File: src/rtl/ssd_debug_pkg.sv
// ssd_debug_pkg
//   Shared definitions for the seven-segment debug scanner:
//   - conv_state_t : states of the sequential binary-to-BCD converter
//   - SEG_DIGITS   : active-low segment patterns for decimal digits 0..9
//   - SEG_DASH     : overflow indicator (segment g only)
//   - SEG_BLANK    : all segments off
//   - seg_decode() : BCD nibble -> active-low segment pattern
//   Segment vectors are ordered {a,b,c,d,e,f,g}, so bit 6 is segment a.
package ssd_debug_pkg;

    typedef enum logic [1:0] {
        IDLE  = 2'd0,
        LOAD  = 2'd1,
        SHIFT = 2'd2,
        DONE  = 2'd3
    } conv_state_t;

    // Index 0 is the rightmost entry.
    localparam logic [9:0][6:0] SEG_DIGITS = {
        7'h04,  // 9
        7'h00,  // 8
        7'h0F,  // 7
        7'h20,  // 6
        7'h24,  // 5
        7'h4C,  // 4
        7'h06,  // 3
        7'h12,  // 2
        7'h4F,  // 1
        7'h01   // 0
    };

    localparam logic [6:0] SEG_DASH  = 7'h7E;
    localparam logic [6:0] SEG_BLANK = 7'h7F;

    // Non-decimal nibbles cannot come out of the converter; show them blank.
    function automatic logic [6:0] seg_decode(input logic [3:0] digit);
        logic [6:0] seg;
        seg = SEG_BLANK;
        if (digit <= 4'd9) begin
            seg = SEG_DIGITS[digit];
        end
        return seg;
    endfunction

endpackage

File: src/rtl/ssd_debug_scanner_bin2bcd_seq.sv
// bin2bcd_seq
//   Sequential double-dabble converter. A start in IDLE loads the value,
//   then VAL_W add-3/shift iterations build the BCD result, which is valid
//   while done is high (one cycle, DONE state). The value input must stay
//   stable from the start cycle until done.
//   Ports:
//     clk    in   system clock
//     rst    in   synchronous active-low reset
//     start  in   conversion request (taken only when idle)
//     value  in   VAL_W unsigned binary value
//     busy   out  converter not idle
//     done   out  bcd holds the finished result this cycle
//     bcd    out  BCD_DIG packed BCD nibbles, digit 0 in bits [3:0]
module bin2bcd_seq
    import ssd_debug_pkg::*;
#(
    parameter int VAL_W   = 13,
    parameter int BCD_DIG = 4
) (
    input  logic                   clk,
    input  logic                   rst,
    input  logic                   start,
    input  logic [VAL_W-1:0]       value,
    output logic                   busy,
    output logic                   done,
    output logic [4*BCD_DIG-1:0]   bcd
);

    localparam int CNT_W = $clog2(VAL_W + 1);
    localparam int SR_W  = 4 * BCD_DIG + VAL_W;

    conv_state_t          state;
    conv_state_t          state_nxt;
    logic [CNT_W-1:0]     iter;
    logic [SR_W-1:0]      sr_p0;

    function automatic logic [4*BCD_DIG-1:0] dabble(input logic [4*BCD_DIG-1:0] b);
        logic [4*BCD_DIG-1:0] r;
        r = b;
        for (int i = 0; i < BCD_DIG; i++) begin
            if (r[4*i +: 4] >= 4'd5) begin
                r[4*i +: 4] = r[4*i +: 4] + 4'd3;
            end
        end
        return r;
    endfunction

    always_ff @(posedge clk) begin
        if (!rst) begin
            state <= IDLE;
        end else begin
            state <= state_nxt;
        end
    end

    always_comb begin
        state_nxt = state;
        case (state)
            IDLE:    if (start) state_nxt = LOAD;
            LOAD:    state_nxt = SHIFT;
            SHIFT:   if (iter == CNT_W'(VAL_W - 1)) state_nxt = DONE;
            DONE:    state_nxt = IDLE;
            default: state_nxt = IDLE;
        endcase
    end

    always_ff @(posedge clk) begin
        if (!rst) begin
            iter <= '0;
        end else if (state == LOAD) begin
            iter <= '0;
        end else if (state == SHIFT) begin
            iter <= iter + 1'b1;
        end
    end

    // Stage p0: shift register, BCD field above the binary field.
    always_ff @(posedge clk) begin
        if (state == LOAD) begin
            sr_p0 <= {{(4*BCD_DIG){1'b0}}, value};
        end else if (state == SHIFT) begin
            sr_p0 <= {dabble(sr_p0[SR_W-1:VAL_W]), sr_p0[VAL_W-1:0]} << 1;
        end
    end

    assign busy = (state != IDLE);
    assign done = (state == DONE);
    assign bcd  = sr_p0[SR_W-1:VAL_W];

endmodule

File: src/rtl/ssd_debug_scanner.sv
// ssd_debug_scanner
//   Debug display engine: chooses a probe select (manual or auto-cycling),
//   converts the returned probe value to BCD and multiplexes the digits onto
//   a common-anode seven-segment display.
//   Ports:
//     clk        in   system clock
//     rst        in   synchronous active-low reset
//     auto_en    in   1: auto-cycle probe_sel, 0: follow sel_in
//     sel_in     in   manual probe select
//     probe_val  in   value returned by the core for probe_sel
//     probe_sel  out  select driven to the core
//     anode_n    out  one-hot-low digit enable
//     seg_n      out  segments {a..g}, active-low
//     busy       out  BCD conversion in progress
//     ovf        out  displayed value exceeds NUM_DIGITS decimal digits
//   Build option: define DBG_DISP_LEADING_ZERO_BLANK_EN to blank leading zeros.
module ssd_debug_scanner
    import ssd_debug_pkg::*;
#(
    parameter int VAL_W       = 13,
    parameter int SEL_W       = 4,
    parameter int NUM_SEL     = 16,
    parameter int NUM_DIGITS  = 4,
    parameter int REFRESH_DIV = 100000,
    parameter int DWELL_CYC   = 50000000
) (
    input  logic                   clk,
    input  logic                   rst,
    input  logic                   auto_en,
    input  logic [SEL_W-1:0]       sel_in,
    input  logic [VAL_W-1:0]       probe_val,
    output logic [SEL_W-1:0]       probe_sel,
    output logic [NUM_DIGITS-1:0]  anode_n,
    output logic [6:0]             seg_n,
    output logic                   busy,
    output logic                   ovf
);

    // Converter carries enough nibbles for VAL_W and for every displayed digit.
    localparam int NAT_DIG  = (VAL_W * 3) / 10 + 1;
    localparam int CONV_DIG = (NAT_DIG > NUM_DIGITS) ? NAT_DIG : NUM_DIGITS;
    localparam int DW       = (DWELL_CYC > 1)   ? $clog2(DWELL_CYC)   : 1;
    localparam int RW       = (REFRESH_DIV > 1) ? $clog2(REFRESH_DIV) : 1;
    localparam int IW       = (NUM_DIGITS > 1)  ? $clog2(NUM_DIGITS)  : 1;

    logic [DW-1:0]              dwell_cnt;
    logic [VAL_W-1:0]           val_p0;
    logic [VAL_W-1:0]           last_val;
    logic [SEL_W-1:0]           last_sel;
    logic                       req;
    logic                       conv_busy;
    logic                       conv_done;
    logic [4*CONV_DIG-1:0]      conv_bcd;
    logic [4*NUM_DIGITS-1:0]    digits;
    logic [4*NUM_DIGITS-1:0]    digits_nxt;
    logic                       ovf_nxt;
    logic                       ovf_show;
    logic [RW-1:0]              refresh_cnt;
    logic [IW-1:0]              idx;
    logic [IW-1:0]              idx_nxt;
    logic [3:0]                 digit_sel;
    logic [NUM_DIGITS-1:0]      anode_nxt;
    logic [6:0]                 seg_nxt;

    always_ff @(posedge clk) begin
        if (!rst) begin
            probe_sel <= '0;
            dwell_cnt <= '0;
        end else if (!auto_en) begin
            probe_sel <= sel_in;
            dwell_cnt <= '0;
        end else if (dwell_cnt == DW'(DWELL_CYC - 1)) begin
            dwell_cnt <= '0;
            probe_sel <= (probe_sel == SEL_W'(NUM_SEL - 1)) ? '0 : probe_sel + 1'b1;
        end else begin
            dwell_cnt <= dwell_cnt + 1'b1;
        end
    end

    // Stage p0: captured probe value; last_val/last_sel record what was sent
    // to the converter, so a change during a conversion stays pending.
    always_ff @(posedge clk) begin
        if (!rst) begin
            val_p0   <= '0;
            last_val <= '0;
            last_sel <= '0;
        end else begin
            val_p0 <= probe_val;
            if (req && !conv_busy) begin
                last_val <= val_p0;
                last_sel <= probe_sel;
            end
        end
    end

    assign req = (val_p0 != last_val) || (probe_sel != last_sel);

    bin2bcd_seq #(
        .VAL_W   (VAL_W),
        .BCD_DIG (CONV_DIG)
    ) u_conv (
        .clk   (clk),
        .rst   (rst),
        .start (req),
        .value (last_val),
        .busy  (conv_busy),
        .done  (conv_done),
        .bcd   (conv_bcd)
    );

    assign busy = conv_busy;

    always_comb begin
        ovf_nxt = 1'b0;
        for (int i = NUM_DIGITS; i < CONV_DIG; i++) begin
            ovf_nxt = ovf_nxt | (conv_bcd[4*i +: 4] != 4'd0);
        end
        digits_nxt = conv_done ? conv_bcd[4*NUM_DIGITS-1:0] : digits;
        ovf_show   = conv_done ? ovf_nxt : ovf;
    end

    always_comb begin
        idx_nxt = idx;
        if (refresh_cnt == RW'(REFRESH_DIV - 1)) begin
            idx_nxt = (idx == IW'(NUM_DIGITS - 1)) ? '0 : idx + 1'b1;
        end
    end

    // Output pins are driven from the next-state digit set and slot so that
    // a DONE coinciding with a slot advance shows the new digits in that slot.
    always_comb begin
        digit_sel = digits_nxt[4*idx_nxt +: 4];
        anode_nxt = ~(NUM_DIGITS'(1) << idx_nxt);
        if (ovf_show) begin
            seg_nxt = SEG_DASH;
        end else begin
            seg_nxt = seg_decode(digit_sel);
`ifdef DBG_DISP_LEADING_ZERO_BLANK_EN
            if ((idx_nxt != '0) && ((digits_nxt >> (4*idx_nxt)) == '0)) begin
                seg_nxt = SEG_BLANK;
            end
`endif
        end
    end

    // Stage p1: display registers, anode and segments change together.
    always_ff @(posedge clk) begin
        if (!rst) begin
            refresh_cnt <= '0;
            idx         <= '0;
            digits      <= '0;
            ovf         <= 1'b0;
            anode_n     <= '1;
            seg_n       <= SEG_BLANK;
        end else begin
            refresh_cnt <= (refresh_cnt == RW'(REFRESH_DIV - 1)) ? '0 : refresh_cnt + 1'b1;
            idx         <= idx_nxt;
            digits      <= digits_nxt;
            ovf         <= ovf_show;
            anode_n     <= anode_nxt;
            seg_n       <= seg_nxt;
        end
    end

endmodule

File: config.mk
export PLATFORM = sky130hd
export DESIGN_NAME = ssd_debug_scanner
export DESIGN_NICKNAME = d
export VERILOG_FILES = /design/src/rtl/ssd_debug_pkg.sv /design/src/rtl/ssd_debug_scanner_bin2bcd_seq.sv /design/src/rtl/ssd_debug_scanner.sv
export SDC_FILE = /design/constraint.sdc
export NUM_CORES = 1
export LEC_CHECK = 0
export CAP_MARGIN = 20
export CELL_PAD_IN_SITES_DETAIL_PLACEMENT = 2
export CELL_PAD_IN_SITES_GLOBAL_PLACEMENT = 2
export CORE_AREA = 2 2 128 155
export CTS_BUF_LIST = sky130_fd_sc_hd__clkbuf_16
export CTS_CLUSTER_DIAMETER = 100
export CTS_CLUSTER_SIZE = 8
export DETAILED_ROUTE_END_ITERATION = 7
export DIE_AREA = 0 0 130 157
export GPL_ROUTABILITY_DRIVEN = 0
export PLACE_DENSITY_LB_ADDON = 0.1
export SLEW_MARGIN = 25
export SYNTH_ARGS = -nofsm -noshare
export SYNTH_HDL_FRONTEND = slang
export SYNTH_SLANG_ARGS = --single-unit
export TNS_END_PERCENT = 30
File: constraint.sdc
create_clock -name clk -period 2.9 [get_ports clk]
set_input_delay 0.58 -clock clk [delete_from_list [all_inputs] [get_ports clk]]
set_output_delay 0.58 -clock clk [all_outputs]
set_load 0.1 [all_outputs]
== Word-level counts from Yosys, hierarchy flattened ==
Memory sizes are Yosys's and may differ from the RTL's.
Index checks and enable logic that the tools add are counted.

* $add $sub $neg: 9
* Multipliers: 0
* Divide/modulo/power cells: 0
* $lt $le $gt $ge: 6
* Equality and inequality tests: 13
* Shift-type cells: 2
* Multiplexer cells: 19
* Bitwise logic cells: 4
* Reductions and logical operators: 11

{| class="wikitable"
|+ Operators by type and width
! kind !! number
|-
| adder 26 x 1 -> 26 bit (second input constant) || 1
|-
| equality test 26 bit (second input constant) || 1
|-
| two-way mux 13 bit || 2
|-
| two-way mux 4 bit || 6
|-
| adder 17 x 1 -> 17 bit (second input constant) || 1
|-
| equality test 17 bit (second input constant) || 1
|-
| >= comparator 4 x 3 -> 1 bit (second input constant) || 4
|-
| two-way mux 16 bit || 1
|-
| variable part select 16 x 5 -> 4 bit || 1
|-
| inequality test 13 bit || 1
|-
| adder 4 x 2 -> 4 bit (second input constant) || 3
|-
| adder 4 x 1 -> 4 bit (second input constant) || 2
|-
| equality test 4 bit (second input constant) || 2
|-
| two-way mux 2 bit || 4
|-
| case mux 2 bit (4 select lines) || 1
|-
| two-way mux 7 bit || 1
|-
| equality test 2 bit (second input constant) || 3
|-
| OR reduction 3 bit || 2
|-
| less-than comparator 4 x 5 -> 1 bit (second input constant) || 1
|-
| less-or-equal comparator 4 bit (second input constant) || 1
|-
| inequality test 2 x 1 -> 1 bit (second input constant) || 2
|-
| inequality test 4 bit || 1
|-
| NOT 4 bit || 1
|-
| nonzero test 2 bit || 2
|-
| other kinds (14) || 19
|}

* Register bits: 142
* Bits in latches: 0
* Bits in writable memories: 0
* ROM bits: 112
* Bits of input ports: 20
* Output and inout port bits: 17
* Memories kept: 1

{| class="wikitable"
|+ Memories
! memory !! words !! bits a word !! read ports !! clocked after memory_dff !! write ports !! RTL line !! text
|-
| (no name shown) || 16 || 7 || 1 || 0 || 0 || ssd_debug_pkg.sv:40 || <nowiki>seg = SEG_DIGITS[digit];</nowiki>
|}

== Longest topological paths before layout ==
Gate-level depths: netlist of run 1.

* Word-level depth: 8
* Mapped depth: 14

== Modules after synthesis ==
From an unflattened synthesis of run 1, not the netlist that was laid out.

* Cells, all modules: 690
* Area total of the unflattened synthesis: 6663.9 um^2

{| class="wikitable"
|+ By module, submodules not included
! module !! instances !! cells an instance !! area an instance (um^2) !! sequential area each (um^2)
|-
| ssd_debug_scanner || 1 || 488 || 4668.2 || 2142.1
|-
| bin2bcd_seq || 1 || 202 || 1995.7 || 830.8
|}

== Least setup slack after synthesis of run 1 ==
Ideal clock, no wire load.

* Kind: reg2reg
* From: reg refresh_cnt[0]
* To: reg seg_n[0]
* Arrival time: 3.005 ns
* Required time: 2.812 ns
* Path slack: -0.193 ns
* Cell stages (with the launch flop): 15
* Path buffers: 2
* Period minus slack after synthesis: 3.093 ns
* Cells stage by stage: dfxtp_1 -> ha_1 -> and4_1 -> and4_4 -> buf_6 -> mux2i_1 -> buf_4 -> mux2i_1 -> a31oi_1 -> nand2_1 -> inv_1 -> ha_1 -> nor4_1 -> nor2_1 -> a311oi_2

* Longest elaborated chain between the ends: 7

{| class="wikitable"
|+ RTL lines
! what !! RTL line !! text
|-
| start, declared || ssd_debug_scanner.sv:58 || <nowiki>logic [RW-1:0] refresh_cnt;</nowiki>
|-
| start signal, assigned || ssd_debug_scanner.sv:156 || <nowiki>refresh_cnt <= (refresh_cnt == RW'(REFRESH_DIV - 1)) ? '0 : refresh_cnt + 1'b1;</nowiki>
|-
| equality test 17 bit * || ssd_debug_scanner.sv:124 || <nowiki>if (refresh_cnt == RW'(REFRESH_DIV - 1)) begin</nowiki>
|-
| two-way mux 2 bit * || ssd_debug_scanner.sv:124 ||
|-
| variable part select 16 x 5 -> 4 bit * || ssd_debug_scanner.sv:132 || <nowiki>digit_sel = digits_nxt[4*idx_nxt +: 4];</nowiki>
|-
| memory read (16 x 7 bit) || -- ||
|-
| two-way mux 7 bit (not written as such) || ssd_debug_pkg.sv:40 ||
|-
| two-way mux 1 bit * || ssd_debug_pkg.sv:39 || <nowiki>if (digit <= 4'd9) begin</nowiki>
|-
| two-way mux 1 bit * || ssd_debug_scanner.sv:134 || <nowiki>if (ovf_show) begin</nowiki>
|-
| end signal, assigned || ssd_debug_scanner.sv:161 || <nowiki>seg_n <= seg_nxt;</nowiki>
|-
| end, declared || ssd_debug_scanner.sv:34 || <nowiki>output logic [6:0] seg_n,</nowiki>
|}

Mark *: on every way between the ends. The rest lies on a longest branch, timed or not. The select of a mux whose other input is x is not followed.
A chain may end at the register's enable or synchronous reset.

== Worst setup path after layout of run 1 ==
* From: reg refresh_cnt[1]
* To: reg seg_n[0]

The elaborated chain is that of the path after synthesis.

==> flow_metrics.py, run 1 <==
metrics = {
    "route": {
        "drt_iter0_drc": 137,
        "drc_errors": 0,
        "drt-pass1-iter-count": 4,
        "wl_per_cell_um": 17.0,
        "via_per_inst": 4.96,
        "antenna_left": 0,
        "vias": 5015,
        "routed_wirelength_um": 17200,
    },
    "floorplanning": {
        "die_w_um": 130,
        "core-area_mm2": 0.0188,
        "die_area_mm2": 0.0204,
        "die_h_um": 157,
        "initial_core_util_pct": 34.6,
        "rows": 55,
        "ios": 37,
    },
    "timing": {
        "finalCritPeriodShare_pct": 97.6,
        "layout_min_cycle_time_ns": 2.83,
        "tightest_slew_ns": 0.668,
        "finalMaxSlewViolations": 0,
        "hold_violations": 0,
        "fmax_mhz": 353,
        "setup_violations": 0,
        "rsz0062_at_grt": "yes",
        "fin_skew_ns": 0.0115,
        "relSlewSlack_pct": 55.4,
        "fin_ws_ns": 0.0706,
    },
    "setup_path": {
        "cp_cell_sequence": "ha_4 -> and4_4 -> and4_4 -> buf_6 -> mux2i_4 -> a21oi_1 -> or2_1 -> a21oi_4 -> buf_4 -> inv_1 -> ha_1 -> and4b_1 -> a311oi_2",
        "cp_data_required_time_ns": 3.19,
        "cp_data_arrival_time_ns": 3.12,
        "crit_top_cell": "and4_4",
        "critical_path.max_fanout": 4,
        "cp_slowest_cell": "dfxtp_4",
        "start_kind": "register",
        "end_kind": "register",
        "max_stage_delay_ns": 0.36,
        "reg2reg_slack_ns": 0.07,
        "worstSetupPathType": "register to register",
    },
    "logic_synthesis": {
        "synthCells": 675,
        "ys_seq_area_share_pct": 45.8,
        "synthesis.area_mm2": 0.00649,
        "ys.flop_type": "dfxtp_1",
        "ys_types": 59,
        "ys_seq_elements": 142,
        "yosysTopAreaCell": "dfxtp_1",
        "synth.top_cell.area_share_pct": 39.8,
        "async_flop_share_pct": 0,
        "synth_edf_count": 13,
        "synth_nets": 718,
        "synth_area_leaders": "dfxtp_1 (40%), mux2i_1 (6.9%), edfxtp_1 (6.0%), xor2_1 (5.9%), ha_1 (4.4%)",
        "avgSynthCellArea_um2": 9.62,
        "yosysWarningCount": 0,
        "synth_most_common_cell": "dfxtp_1",
        "synth_commonest_cells": "dfxtp_1 (129), nor2_1 (70), nand2_1 (51)",
    },
    "power": {
        "vdd_drop_max_uv": 411,
        "power.leakage_nw": 3.13,
        "power.density_mw_per_mm2": 730,
    },
    "finish": {
        "layoutNonFillerInstCount": 1012,
        "final_nets": 786,
        "layout-drive-gt1-share_pct": 18.4,
        "final_area_mm2": 0.00806,
        "n_antenna_cell": 0,
        "areaGrowthSynthToFinish_pct": 24.1,
    },
    "global_route": {
        "grtUsageTotal_pct": 17.6,
        "overflow": 0,
        "antenna_found_initial": 0,
        "grt_pass1_vias": 5517,
        "grt_max_degree": 36,
        "grt_pass1_wl_um": 28200,
    },
    "placement": {
        "place_hpwl_um": 12100,
        "dpl_cell_area_mm2": 0.00730,
        "post-place-ws_ns": -0.148,
        "dp.cells": 972,
        "portBuffers": 36,
    },
    "run": {
        "maxCapViolCount": 0,
    },
    "clocking": {
        "cts-htree-levels": 4,
        "numClockSinks": 142,
        "numCtsBuffers": 17,
        "cts-root-buf": "clkbuf_16",
        "clk_pin_slew_worst_paths_ns": 0.07,
        "tritoncts": "built",
        "clockBufferDepth": 2,
        "worstSkewPairLatency_ns": 0.43,
    },
    "min_path": {
        "min_path_type": "register to register",
    },
    "run_status": {
        "outcome": "complete, no violations",
    },
}
==> path summary, 6_finish.rpt <==
check	from	end	cells after the start
setup / recovery	refresh_cnt[1]	seg_n[0]	13
hold / removal	dwell_cnt[0]	dwell_cnt[0]	1
setup reg to reg	refresh_cnt[1]	seg_n[0]	13
hold reg to reg	dwell_cnt[0]	dwell_cnt[0]	1
==> flip-flops by register name, summed over array words and instances (netlist names), 4 cells and up <==
name and flops:
anode_n 4, digits 16, dwell_cnt 26, last_sel 4
last_val 13, probe_sel 4, refresh_cnt 17, seg_n 7
u_conv.iter 4, u_conv.sr_p0 29, val_p0 13
==> through the flow <==
stage | hold slack [ns] | setup TNS [ns] | utilization, % | power [mW]
4_1_cts | 0.483 | -0.0112 | 42.3 | 5.96
3_5_place_dp | 0.466 | -0.516 | 38.8 | 3.69
5_1_grt | 0.515 | -0.0663 | 42.9 | 6.18
6_report | 0.474 | 0 | 42.9 | 5.88
3_3_place_gp | 0.453 | 0 | 38.8 | 3.63
2_1_floorplan | 0.426 | 0 | - | 3.28
==> area by class of cell <==
class / instances / area, µm²
tap: 256 / 320
inverter: 20 / 75.1
fill: 1991 / 10700
multi-input combinational: 487 / 3470
clock inverter: 15 / 165
timing repair buffer: 75 / 617
clock buffer: 17 / 425
sequential: 142 / 2980
==> critical path, delay by kind of cell (launching register included) <==
| kind | cells | cell delay, ns |
|---|---|---|
| compound gates | 3 | 0.35 |
| fa+ha+maj | 2 | 0.32 |
| buf+inv | 3 | 0.36 |
| flops | 1 | 0.36 |
| mux | 1 | 0.26 |
| simple gates | 4 | 1.05 |
==> per-layer routing <==
metal,vias to the layer above,part of all wire [%],track usage (%)
met5,-,0,0
met4,0,1.0,4.35
met3,15,1.9,3.74
met2,45,55,33.0
met1,2507,42,20.2
li1,2448,-,-
==> logic make-up (layout without fill, tap and decap cells) <==
| family | count (synthesis) | in the layout | synth area share [%] |
|---|---|---|---|
| simple gates | 258 | 258 | 20.3 |
| flops | 142 | 142 | 45.8 |
| compound gates | 82 | 82 | 8.25 |
| xor+xnor | 63 | 63 | 8.50 |
| mux | 61 | 61 | 9.81 |
| buf+inv | 46 | 127 | 2.93 |
| fa+ha+maj | 23 | 23 | 4.43 |
==> layout by cell type (no fill, tap or decap), types with 6 or more instances in the layout <==
master | netlist | final
dfxtp_1 | 129 | 125
nand2b_1 | 9 | 9
nor2b_1 | 30 | 30
buf_4 | 1 | 53
a21oi_1 | 31 | 29
inv_1 | 20 | 19
xor2_1 | 44 | 44
mux2_2 | 14 | 14
o21ai_0 | 19 | 19
and2_1 | 20 | 20
nand2_1 | 51 | 50
ha_1 | 23 | 19
clkdlybuf4s50_1 | 0 | 18
xnor2_1 | 19 | 19
inv_8 | 0 | 6
nand4_1 | 8 | 8
edfxtp_1 | 13 | 13
nor3_1 | 7 | 7
clkbuf_16 | 0 | 17
nor2_1 | 70 | 67
nand3_1 | 27 | 27
and3_1 | 8 | 8
mux2i_1 | 45 | 43
==> report_power, final <==
group | total, mW | internal, mW | switching [mW] | leakage (nW)
clock | 2.22 | 1.23 | 0.988 | 0.287
sequential | 2.36 | 2.24 | 0.120 | 1.18
combinational | 1.30 | 0.516 | 0.788 | 1.66
total | 5.88 | 3.99 | 1.90 | 3.13
==> timing repair <==
item / 4_1_cts / 5_1_grt
buffers inserted: 4 / 5
gates resized for setup: 6 / 20
endpoints found under the setup margin: 4 / 7
hold buffers: 0 / 0
pin swaps: 3 / 11
endpoints found under the hold margin: 0 / 0
No activity file was read; power rests on OpenSTA's default activity.
==> run 2: changes to the inputs <==
--- a/config.mk
+++ b/config.mk
@@ -8,12 +8,12 @@
 export CAP_MARGIN = 20
 export CELL_PAD_IN_SITES_DETAIL_PLACEMENT = 2
 export CELL_PAD_IN_SITES_GLOBAL_PLACEMENT = 2
-export CORE_AREA = 2 2 128 155
+export CORE_AREA = 3 3 129 156
 export CTS_BUF_LIST = sky130_fd_sc_hd__clkbuf_16
 export CTS_CLUSTER_DIAMETER = 100
 export CTS_CLUSTER_SIZE = 8
 export DETAILED_ROUTE_END_ITERATION = 7
-export DIE_AREA = 0 0 130 157
+export DIE_AREA = 0 0 132 159
 export GPL_ROUTABILITY_DRIVEN = 0
 export PLACE_DENSITY_LB_ADDON = 0.1
 export SLEW_MARGIN = 25
==> flow_metrics.py, run 2 (synthesized netlist as in run 1, its figures left out) <==
metrics = {
    "run_status": {
        "outcome": "complete, no violations",
    },
    "global_route": {
        "grt_pass1_wl_um": 28500,
        "grt_pass1_vias": 5538,
        "overflow": 0,
        "grt_max_degree": 37,
        "antenna_found_initial": 0,
        "grtUsageTotal_pct": 16.6,
    },
    "route": {
        "drt_iter0_drc": 168,
        "drc_errors": 0,
        "via_per_inst": 4.97,
        "dr_wl_met2_um": 9070,
        "routed_wirelength_um": 16900,
        "wl_per_cell_um": 16.8,
        "antenna_left": 0,
        "vias": 5007,
        "wl_met1_um": 7040,
        "drt-pass1-iter-count": 4,
        "top_layer": "met4",
        "wl_met3_um": 422,
    },
    "timing": {
        "tightest_slew_ns": 0.898,
        "rsz0062_at_grt": "yes",
        "finalCritPeriodShare_pct": 98.2,
        "hold_violations": 0,
        "layout_min_cycle_time_ns": 2.85,
        "setup_violations": 0,
        "relSlewSlack_pct": 40.1,
        "fmax_mhz": 351,
        "finalMaxSlewViolations": 0,
        "fin_skew_ns": 0.00975,
    },
    "setup_path": {
        "critical_path.max_fanout": 5,
        "cp_data_required_time_ns": 3.23,
        "worstSetupPathType": "register to register",
        "cp_slowest_cell": "dfxtp_2",
        "cp_top_family": "simple AND/OR/NAND/NOR gates",
        "end_kind": "register",
        "max_stage_delay_ns": 0.35,
        "cp_cell_sequence": "ha_4 -> and4_4 -> and4_4 -> mux2i_4 -> buf_4 -> a2111oi_4 -> a31oi_2 -> nand2_2 -> ha_2 -> nor4_4 -> nor2_1 -> a311oi_2",
        "critPathBufInv": 1,
        "cp_data_arrival_time_ns": 3.18,
        "crit_top_cell": "and4_4",
        "start_kind": "register",
    },
    "floorplanning": {
        "die_h_um": 159,
        "initial_core_util_pct": 34.6,
        "die_area_mm2": 0.0210,
        "die_w_um": 132,
        "core-area_mm2": 0.0188,
        "rows": 55,
        "ios": 37,
    },
    "power": {
        "combPwrFrac_pct": 23.1,
        "power.density_mw_per_mm2": 716,
        "p_switching_mw": 1.77,
        "p_clk_share_pct": 35.6,
        "power.leakage_nw": 3.09,
        "switching_share_pct": 31.0,
        "seqPwrFrac_pct": 41.3,
        "vdd_drop_max_uv": 413,
        "finalPower_mw": 5.72,
        "internal_power_mw": 3.95,
    },
    "clocking": {
        "tritoncts": "built",
        "numClockSinks": 142,
        "worstSkewPairLatency_ns": 0.42,
        "numCtsBuffers": 17,
        "cts-htree-levels": 4,
        "clockBufferDepth": 2,
        "clk_pin_slew_worst_paths_ns": 0.06,
        "cts-root-buf": "clkbuf_16",
    },
    "finish": {
        "reg_top3": "u_conv.sr_p0: 29 flops, dwell_cnt: 26 flops, refresh_cnt: 17 flops",
        "seq_area_mm2": 0.00298,
        "n_antenna_cell": 0,
        "final_common_cell": "dfxtp_1",
        "largest_reg_flops": 29,
        "final_nets": 781,
        "areaGrowthSynthToFinish_pct": 23.0,
        "fin_util_pct": 42.5,
        "final_cell_mix": "dfxtp_1 (125), nor2_1 (69), nand2_1 (50)",
        "layout-drive-gt1-share_pct": 17.0,
        "fillers": 2009,
        "multi_input_area_mm2": 0.00347,
        "top_register": "u_conv.sr_p0",
    },
    "placement": {
        "portBuffers": 36,
        "place_hpwl_um": 12100,
    },
    "min_path": {
        "min_path_type": "register to register",
    },
    "run": {
        "maxCapViolCount": 0,
    },
}
==> run 2: final timing paths <==
kind | to | depth (start not counted) | slack (ns) | startpoint
max | seg_n[0] | 12 | 0.05 | refresh_cnt[1]
min | dwell_cnt[0] | 1 | 0.46 | dwell_cnt[0]
max reg2reg | seg_n[0] | 12 | 0.05 | refresh_cnt[1]
min reg2reg | dwell_cnt[0] | 1 | 0.46 | dwell_cnt[0]
==> run 2: repair_timing <==
action | 4_1_cts | 5_1_grt
pin swaps | 9 | 6
setup endpoints to repair | 5 | 6
setup buffers | 2 | 1
resized for setup | 12 | 7
hold buffers | 0 | 0
==> run 2: through the flow <==
step	instances	hold WS (ns)	setup WS, ns	setup TNS [ns]	instance area [µm²]
after global routing	1007	0.470	-0.0567	-0.160	7990
final	1007	0.456	0.0512	0	7990
after floorplan	675	0.426	0.0357	0	6560
after global placement	972	0.445	0.0358	0	7320
after detailed placement	972	0.446	-0.0912	-0.211	7320
after CTS	1006	0.461	-0.00840	-0.00840	7940
==> run 2: metal layers <==
| layer | vias up | GRT usage, % |
|---|---|---|
| li1 | 2427 | - |
| met1 | 2488 | 18.5 |
| met4 | 0 | 5.83 |
| met2 | 64 | 31.0 |
| met3 | 28 | 3.67 |
| met5 | - | 0 |
==> run 2: cell type report <==
class                           instances  area share, %
Timing Repair Buffer                   70           7.47
Tap cell                              256           4.01
Clock inverter                         15           1.57
Multi-Input combinational cell        487           43.4
Inverter                               20          0.940
Clock buffer                           17           5.33
Sequential cell                       142           37.3
==> run 2: power by group through the flow <==
stage	clock network [mW]	registers [mW]	logic (mW)
global placement	0	2.39	1.25
CTS	2.10	2.37	1.35
finish	2.03	2.36	1.32
global route	2.19	2.39	1.45
floorplan	0	2.48	0.801
detailed placement	0	2.41	1.31
==> run 3: changes to the inputs <==
--- a/config.mk
+++ b/config.mk
@@ -5,16 +5,18 @@
 export SDC_FILE = /design/constraint.sdc
 export NUM_CORES = 1
 export LEC_CHECK = 0
+export ABC_AREA = 1
 export CAP_MARGIN = 20
 export CELL_PAD_IN_SITES_DETAIL_PLACEMENT = 2
 export CELL_PAD_IN_SITES_GLOBAL_PLACEMENT = 2
-export CORE_AREA = 3 3 129 156
+export CORE_AREA = 3 3 137 165
 export CTS_BUF_LIST = sky130_fd_sc_hd__clkbuf_16
 export CTS_CLUSTER_DIAMETER = 100
 export CTS_CLUSTER_SIZE = 8
 export DETAILED_ROUTE_END_ITERATION = 7
-export DIE_AREA = 0 0 132 159
+export DIE_AREA = 0 0 140 168
 export GPL_ROUTABILITY_DRIVEN = 0
+export MAX_ROUTING_LAYER = met4
 export PLACE_DENSITY_LB_ADDON = 0.1
 export SLEW_MARGIN = 25
 export SYNTH_ARGS = -nofsm -noshare
==> flow_metrics.py, run 3 <==
metrics = {
    "finish": {
        "final_cell_mix": "nand2_1 (173), dfxtp_1 (129), inv_1 (115)",
        "reg_top3": "u_conv.sr_p0: 29 flops, dwell_cnt: 26 flops, refresh_cnt: 17 flops",
        "areaGrowthSynthToFinish_pct": 20.4,
        "largest_reg_flops": 29,
        "n_antenna_cell": 0,
        "multi_input_area_mm2": 0.00322,
        "layout-drive-gt1-share_pct": 11.9,
        "final_nets": 977,
        "final_common_cell": "nand2_1",
        "top_register": "u_conv.sr_p0",
        "final_area_mm2": 0.00810,
        "fillers": 2478,
        "fin_util_pct": 38.5,
        "seq_area_mm2": 0.00297,
    },
    "power": {
        "switching_share_pct": 37.1,
        "p_clk_share_pct": 33.3,
        "internal_power_mw": 4.74,
        "seqPwrFrac_pct": 35.8,
        "power.leakage_nw": 3.36,
        "finalPower_mw": 7.54,
        "p_switching_mw": 2.80,
        "power.density_mw_per_mm2": 931,
        "combPwrFrac_pct": 30.9,
        "vdd_drop_max_uv": 504,
    },
    "floorplanning": {
        "die_area_mm2": 0.0235,
        "ios": 37,
        "die_h_um": 168,
        "initial_core_util_pct": 32.0,
        "rows": 58,
        "die_w_um": 140,
        "core-area_mm2": 0.0210,
    },
    "route": {
        "via_per_inst": 4.86,
        "drc_errors": 0,
        "drt_iter0_drc": 210,
        "vias": 5917,
        "routed_wirelength_um": 19000,
        "drt-pass1-iter-count": 4,
        "antenna_left": 0,
        "wl_per_cell_um": 15.6,
    },
    "timing": {
        "finalMaxSlewViolations": 0,
        "fmax_mhz": 373,
        "relSlewSlack_pct": 55.6,
        "tightest_slew_ns": 0.666,
        "hold_violations": 0,
        "layout_min_cycle_time_ns": 2.68,
        "setup_violations": 0,
        "fin_skew_ns": 0.00855,
        "finalCritPeriodShare_pct": 92.6,
        "finalSetupTns_ns": 0,
    },
    "logic_synthesis": {
        "ys_seq_elements": 142,
        "synth_most_common_cell": "nand2_1",
        "ys.flop_type": "dfxtp_1",
        "ys_types": 47,
        "async_flop_share_pct": 0,
        "synth_commonest_cells": "nand2_1 (175), dfxtp_1 (129), inv_1 (116)",
        "yosysTopAreaCell": "dfxtp_1",
        "synth_nets": 933,
        "synth_area_leaders": "dfxtp_1 (38%), nand2_1 (9.8%), inv_1 (6.5%), edfxtp_1 (5.8%), nor2_1 (5.7%)",
        "synth.top_cell.area_share_pct": 38.4,
        "ys_seq_area_share_pct": 44.2,
        "synthCells": 890,
        "synth_edf_count": 13,
        "avgSynthCellArea_um2": 7.56,
        "yosysWarningCount": 0,
        "synthesis.area_mm2": 0.00673,
    },
    "min_path": {
        "min_path_type": "register to register",
        "hp-start": "refresh_cnt[0]",
        "worstHoldPathCells": 1,
        "whs_endpoint": "refresh_cnt[0]",
    },
    "clocking": {
        "cts-root-buf": "clkbuf_16",
        "tritoncts": "built",
        "worstSkewPairLatency_ns": 0.43,
        "clk_pin_slew_worst_paths_ns": 0.06,
        "clockBufferDepth": 2,
        "numCtsBuffers": 17,
        "cts-htree-levels": 4,
        "ctsHoldBuffers": 0,
        "numClockSinks": 142,
    },
    "setup_path": {
        "critical_path.max_fanout": 7,
        "cp_cell_sequence": "ha_1 -> nand2_1 -> inv_2 -> nand2_4 -> clkinvlp_4 -> nand4_1 -> nand2_2 -> nor2_2 -> nand2_1 -> o21ai_1 -> nor2_2 -> inv_1 -> ha_1 -> nor2_1 -> nand3b_1 -> a21oi_4 -> nand3_1",
        "cp_data_required_time_ns": 3.20,
        "cp_data_arrival_time_ns": 2.99,
        "reg2reg_from": "refresh_cnt[0]",
        "r2r_cells": 17,
        "end_kind": "register",
        "cp_slowest_cell": "dfxtp_1",
        "rr_endpoint": "seg_n[6]",
        "worstSetupPathType": "register to register",
        "start_kind": "register",
        "reg2reg_slack_ns": 0.22,
        "max_stage_delay_ns": 0.32,
    },
    "placement": {
        "dpl_cell_area_mm2": 0.00736,
        "place_hpwl_um": 13800,
        "portBuffers": 36,
    },
    "global_route": {
        "grtUsageTotal_pct": 16.9,
        "grt_max_degree": 32,
        "grt_pass1_wl_um": 31700,
        "antenna_found_initial": 0,
        "overflow": 0,
        "grt_pass1_vias": 6598,
    },
    "run": {
        "maxCapViolCount": 0,
    },
    "run_status": {
        "outcome": "complete, no violations",
    },
}
run 3: worst max path at each step:
stage,startpoint,to,depth (start not counted)
2_1_floorplan,refresh_cnt[0],seg_n[2],18
3_3_place_gp,refresh_cnt[0],seg_n[6],17
3_5_place_dp,refresh_cnt[0],seg_n[5],17
4_1_cts,refresh_cnt[0],seg_n[1],17
5_1_grt,refresh_cnt[0],seg_n[6],17
6_report,refresh_cnt[0],seg_n[6],17
run 3: logic make-up (layout without fill, tap and decap cells):
group           after synthesis  count (layout)  share of synthesized area [%]
compound gates              134             134                           10.9
buf+inv                     149             206                           8.60
xor+xnor                     25              25                           3.26
flops                       142             142                           44.2
fa+ha+maj                    23              23                           4.28
simple gates                417             417                           28.7
run 3: timing repair:
| action | in CTS | in global routing |
|---|---|---|
| buffers inserted | 0 | 2 |
| gates resized for setup | 0 | 11 |
| setup endpoints to repair | 0 | 7 |
run 3: area by class of cell:
| class | count | area share (%) |
|---|---|---|
| inverter | 124 | 5.82 |
| clock inverter | 14 | 2.78 |
| clock buffer | 18 | 5.56 |
| sequential | 142 | 36.7 |
| tap | 270 | 4.17 |
| multi-input combinational | 599 | 39.7 |
| timing repair buffer | 50 | 5.22 |
run 3: power by group through the flow:
stage                     clock network [mW]  registers [mW]  logic, mW
after floorplan                            0            3.00       1.38
after global placement                     0            2.72       2.20
after detailed placement                   0            2.74       2.34
after CTS                               2.59            2.71       2.36
after global routing                    2.66            2.76       2.64
final                                   2.51            2.70       2.33
run 3: metal layers:
layer  GRT usage [%]  part of all wire, %  vias up
li1                -                    -     2943
met1            17.8                   42     2905
met4            5.31                  1.4        0
met2            31.9                   55       52
met5               -                    0        -
met3            2.73                  2.0       17
run 3: through the flow:
step | instances | setup slack, ns | hold WS, ns
2_1_floorplan | 890 | 0.470 | 0.418
3_3_place_gp | 1183 | 0.264 | 0.431
3_5_place_dp | 1183 | 0.0893 | 0.457
4_1_cts | 1215 | 0.0676 | 0.466
5_1_grt | 1217 | -0.0777 | 0.488
6_report | 1217 | 0.216 | 0.456
run 3: worst max-delay path: cells and delay by family, from the launching register on:
family                   cells  cell delay [ns]
flip-flops                   1             0.32
buffers and inverters        3             0.31
AND/OR/NAND/NOR             10             1.14
adder cells (fa/ha/maj)      2             0.41
AO/OA/AOI/OAI                2             0.37
